[src/rtl/spi_deserializer.sv]
// SPI receive path: synchronizes sclk/mosi, assembles MSB-first words and hands
// them to the receive FIFO through a single-word holding buffer.
module spi_deserializer #(
    parameter int DATAWIDTH      = 32,
    parameter int SYNC_STAGES    = 2,
    parameter int TIMEOUT_CYCLES = 64
) (
    input  logic                 clk,
    input  logic                 rst,
    input  logic                 sclk,
    input  logic                 mosi,
    input  logic                 full,
    input  logic                 clear_err,
    output logic [DATAWIDTH-1:0] writeData,
    output logic                 writeEn,
    output logic                 overflow,
    output logic                 frame_error,
    output logic                 busy,
    output logic [15:0]          rx_count
);

    localparam int CW = $clog2(DATAWIDTH);
    localparam int IW = $clog2(TIMEOUT_CYCLES);

    typedef enum logic {IDLE, SHIFT} state_t;

    state_t                 state, state_d;
    logic [SYNC_STAGES-1:0] sclk_sync, mosi_sync;
    logic                   sclk_s, mosi_s, sclk_d, rise;
    logic [DATAWIDTH-2:0]   shift_reg;
    logic [CW-1:0]          bit_cnt;
    logic [IW-1:0]          idle_cnt;
    logic [DATAWIDTH-1:0]   hold_reg;
    logic                   hold_valid;
    logic                   complete, timeout;
    logic [DATAWIDTH-1:0]   word;

    assign sclk_s = sclk_sync[SYNC_STAGES-1];
    assign mosi_s = mosi_sync[SYNC_STAGES-1];
    assign rise   = sclk_s & ~sclk_d;
    assign word   = {shift_reg, mosi_s};

    always_ff @(posedge clk or posedge rst) begin
        if (rst) begin
            sclk_sync <= '0;
            mosi_sync <= '0;
            sclk_d    <= 1'b0;
        end else begin
            sclk_sync <= {sclk_sync[SYNC_STAGES-2:0], sclk};
            mosi_sync <= {mosi_sync[SYNC_STAGES-2:0], mosi};
            sclk_d    <= sclk_s;
        end
    end

    always_ff @(posedge clk or posedge rst) begin
        if (rst) state <= IDLE;
        else     state <= state_d;
    end

    always_comb begin
        state_d  = state;
        complete = 1'b0;
        timeout  = 1'b0;
        case (state)
            IDLE: begin
                if (rise) state_d = SHIFT;
            end
            SHIFT: begin
                if (rise) begin
                    if (bit_cnt == CW'(DATAWIDTH - 1)) begin
                        complete = 1'b1;
                        state_d  = IDLE;
                    end
                end else if (idle_cnt == IW'(TIMEOUT_CYCLES - 1)) begin
                    timeout = 1'b1;
                    state_d = IDLE;
                end
            end
            default: state_d = IDLE;
        endcase
    end

    always_ff @(posedge clk or posedge rst) begin
        if (rst) begin
            shift_reg <= '0;
            bit_cnt   <= '0;
            idle_cnt  <= '0;
        end else if (rise) begin
            shift_reg <= word[DATAWIDTH-2:0];
            bit_cnt   <= complete ? '0 : bit_cnt + 1'b1;
            idle_cnt  <= '0;
        end else if (timeout) begin
            shift_reg <= '0;
            bit_cnt   <= '0;
            idle_cnt  <= '0;
        end else if (state == SHIFT) begin
            idle_cnt  <= idle_cnt + 1'b1;
        end else begin
            idle_cnt  <= '0;
        end
    end

    // A word completing in the same cycle the held word drains takes its place.
    always_ff @(posedge clk or posedge rst) begin
        if (rst) begin
            hold_reg   <= '0;
            hold_valid <= 1'b0;
            rx_count   <= '0;
            overflow   <= 1'b0;
        end else begin
            if (complete && (!hold_valid || writeEn)) begin
                hold_reg   <= word;
                hold_valid <= 1'b1;
                rx_count   <= rx_count + 16'd1;
            end else if (writeEn) begin
                hold_valid <= 1'b0;
            end
            if (complete && hold_valid && !writeEn) overflow <= 1'b1;
            else if (clear_err)                     overflow <= 1'b0;
        end
    end

    assign writeEn     = hold_valid & ~full;
    assign writeData   = hold_reg;
    assign frame_error = timeout;
    assign busy        = (state == SHIFT);

endmodule

[config.mk]
export PLATFORM = sky130hd
export DESIGN_NAME = spi_deserializer
export DESIGN_NICKNAME = d
export VERILOG_FILES = /design/src/rtl/spi_deserializer.sv
export SDC_FILE = /design/constraint.sdc
export NUM_CORES = 1
export LEC_CHECK = 0
export ABC_CLOCK_PERIOD_IN_PS = 3100
export BUFFER_PORTS_ARGS = -buffer_cell sky130_fd_sc_hd__buf_2
export CAP_MARGIN = 30
export CORE_MARGIN = 3
export CORE_UTILIZATION = 35
export DETAILED_ROUTE_END_ITERATION = 8
export PLACE_DENSITY = 0.64
export SLEW_MARGIN = 20
export SYNTH_ARGS = -nofsm -noshare
export SYNTH_HDL_FRONTEND = slang
export SYNTH_SLANG_ARGS = --single-unit
[constraint.sdc]
create_clock -name clk -period 3.1 [get_ports clk]
set_input_delay 0 -clock clk [delete_from_list [all_inputs] [get_ports clk]]
set_output_delay 0 -clock clk [all_outputs]
set_load 0.02 [all_outputs]
==> results.py <==
metrics = {
    "clock_tree": {
        "root_buffer": "clkbuf_8",
        "clock_sinks": 98,
        "cts.htree.levels": 3,
        "cts_tree": "yes",
        "path_clk_slew_ps": 90,
        "ctsLongestPathBuffers": 2,
        "cts_buffers": 9,
        "post_cts.repair.setup_buffers": 0,
        "clock_latency_ps": 360,
    },
    "power_and_ir_drop": {
        "powerDensity_mw_per_mm2": 532,
        "seq_power_share_pct": 57.5,
        "switching_share_pct": 24.4,
        "p_sw_mw": 0.607,
        "pwr-share-comb_pct": 7.4,
        "p_int_mw": 1.88,
        "pwr-share-clk_pct": 35.1,
        "ir_drop_v": 0.000270,
        "finalPower_mw": 2.49,
        "p_leak_nw": 2.35,
    },
    "timing": {
        "min_period_over_period_pct": 81.5,
        "timing.final.crit_period_ps": 2530,
        "whs_ps": 122,
        "fin_skew_ps": 5.54,
        "tightest_slew_ps": 376,
        "rsz0062_at_grt": "false",
        "setup_viol": 0,
        "fmax_mhz": 396,
        "finalMaxSlewViolations": 0,
        "relSlewSlack_pct": 75.0,
        "tns_ps": 0,
        "hold_viol": 0,
    },
    "synthesis": {
        "synth.top_cell.area_share_pct": 62.3,
        "postSynthAreaPerCell_sq_um": 9.55,
        "yosysMostFrequentCell": "nand2_1",
        "synth.ff_latch_count": 98,
        "synthTopCellsByArea": "dfrtp_1, nand2_1, o21ai_0, xor2_1, xnor2_1",
        "ys_warn_count": 0,
        "syn_area_sq_mm": 0.00393,
        "syn-instance-count": 412,
        "ys_top_cells_by_count": "nand2_1, dfrtp_1, o21ai_0, clkbuf_1",
        "yosysTopAreaCell": "dfrtp_1",
        "yosysSeqAreaShare_pct": 62.3,
        "syn-num-nets": 422,
        "synth-async-reset-ratio_pct": 100,
        "synth-main-ff-cell": "dfrtp_1",
        "synth_edf_count": 0,
        "ys_types": 29,
    },
    "worst_setup_path": {
        "cp_cell_sequence": "ha_1, and3_1, ha_1, nand4b_2, or4b_1, nor4_4, xor2_1",
        "crit_type": "register to register",
        "cp_max_fo": 8,
        "end_kind": "register",
        "r2r_cells": 7,
        "worstPathRequired_ps": 3390,
        "cp_common_cell": "ha_1",
        "cp_slowest_cell": "or4b_1",
        "critPathArrivalTime_ps": 2820,
        "cp.buffers_inverters": 0,
        "cp-start-kind": "register",
        "cp.depth": 7,
        "critPathMaxStageDelay_ps": 750,
        "path_delay_family": "simple AND/OR/NAND/NOR gates",
    },
    "cells_and_area": {
        "layout-drive-gt1-share_pct": 18.8,
        "antenna_cells": 0,
        "largest_reg_flops": 32,
        "area_delta_synth_final_pct": 19.1,
        "nNetsFinal": 485,
        "final_area_sq_mm": 0.00469,
    },
    "global_routing": {
        "antenna_found_initial": 0,
        "grt_pass1_vias": 2883,
        "overflow": 0,
        "grt_pass1_wl_um": 13400,
        "grt_max_degree": 80,
        "grt_usage_pct": 12.9,
    },
    "run_status": {
        "outcome": "finished, final reports clean",
    },
    "routing": {
        "vias_per_cell": 4.54,
        "drt-pass1-iter-count": 4,
        "drt_drc_violations_left": 0,
        "drt-initial-drc-count": 133,
        "routed_wl_um": 7830,
        "ant_nets": 0,
        "num_vias": 2809,
        "wire_per_inst_um": 12.7,
    },
    "floorplan": {
        "start_util_pct": 36.1,
        "die_h_um": 112,
        "ios": 58,
        "core_sq_mm": 0.0109,
        "row_count": 38,
        "dieWidth_um": 112,
        "fp.dieArea_sq_mm": 0.0125,
    },
    "placement": {
        "place_area_sq_mm": 0.00439,
        "hpwlAfterDp_um": 5150,
        "gp_congestion": 0.785,
        "portBuffers": 57,
    },
    "flow_run": {
        "max-cap-violations": 0,
    },
    "hold_path": {
        "hp-class": "primary input to asynchronous set/reset pin",
    },
}
cell type report:
cell class | instances | area [sq um]
Multi-Input combinational cell | 288 | 1400
Clock inverter | 6 | 82.6
Tap cell | 140 | 175
Sequential cell | 98 | 2450
Timing Repair Buffer | 71 | 427
Clock buffer | 9 | 124
Inverter | 7 | 28.8
Fill cell | 1074 | 6200
cells in the final DEF, fill, tap and decap left out:
cell           synthesis  final
a21oi_1                4      3
a21oi_4                0      1
and2_0                 1      1
and2_1                 1      1
and3_1                 2      2
buf_16                 0      1
buf_2                  1     57
buf_4                  0      7
buf_6                  0      1
bufinv_16              0      2
clkbuf_8               0      9
clkinv_2               0      3
clkinvlp_4             0      1
dfrtp_1               98     98
dlygate4sd3_1          0      5
ha_1                   4      4
inv_1                  7      6
inv_4                  0      1
mux2_2                 1      1
nand2_1              179    179
nand2b_1               3      3
nand3_1                6      6
nand4_1                3      3
nand4b_2               1      1
nor2_1                12     12
nor2b_1                2      1
nor2b_2                0      1
nor3_1                 8      8
nor4_1                 1      1
nor4_2                 1      1
nor4_4                 1      1
o21a_1                 1      1
o21ai_0               31     31
o22ai_1                1      1
or2_2                  2      2
or4b_1                 1      1
xnor2_1               10     10
xor2_1                12     12
cell families after synthesis:
group / Yosys count / share of synthesized area, %
AO/OA/AOI/OAI: 37 / 4.80
AND/OR/NAND/NOR: 224 / 23.9
adder cells (fa/ha/maj): 4 / 1.27
multiplexers: 1 / 0.286
flip-flops: 98 / 62.3
XOR/XNOR: 22 / 4.90
buffers and inverters: 26 / 2.51
stage by stage:
step	worst slack [ps]	util, %	instances
after floorplan	538	-	412
after global placement	669	40.3	597
after detailed placement	587	40.3	597
after CTS	562	42.7	617
after global routing	456	43.0	619
final	573	43.0	619
power by group through the flow:
stage / Clock [mW] / Combinational, mW / Sequential (mW)
3_3_place_gp: 0 / 0.169 / 1.45
5_1_grt: 0.956 / 0.218 / 1.45
6_report: 0.875 / 0.184 / 1.43
3_5_place_dp: 0 / 0.177 / 1.46
4_1_cts: 0.913 / 0.183 / 1.43
2_1_floorplan: 0 / 0.128 / 1.45
worst paths after layout:
check                                      endpoint  slack, ps                   start
max                        rx_count[15]$_DFFE_PP0P_        570  bit_cnt[0]$_DFFE_PP0P_
min                        writeData[6]$_DFFE_PP0P_        120                     rst
max reg2reg                rx_count[15]$_DFFE_PP0P_        570  bit_cnt[0]$_DFFE_PP0P_
min reg2reg                  mosi_sync[1]$_DFF_PP0_        360  mosi_sync[0]$_DFF_PP0_
max in group asynchronous   rx_count[3]$_DFFE_PP0P_       2190                     rst
min in group clk             sclk_sync[0]$_DFF_PP0_        280                    sclk
repair_timing:
| action | 4_1_cts | 5_1_grt |
|---|---|---|
| hold buffers | 5 | 0 |
| hold endpoints to repair | 81 | 0 |
| resized for setup | 0 | 0 |
worst reg2reg max path, stage by stage (launching register included):
cell	delay (ps)
dfrtp_1	420
ha_1	190
and3_1	160
ha_1	230
nand4b_2	200
or4b_1	750
nor4_4	350
xor2_1	160
layer usage:
metal	track usage, %	vias up	wire length, um
met5	0	-	0
met4	5.53	0	138
met3	2.80	11	258
met2	21.8	38	3780
met1	16.1	1330	3660
li1	-	1430	-
No activity file was read; power rests on OpenSTA's default activity.
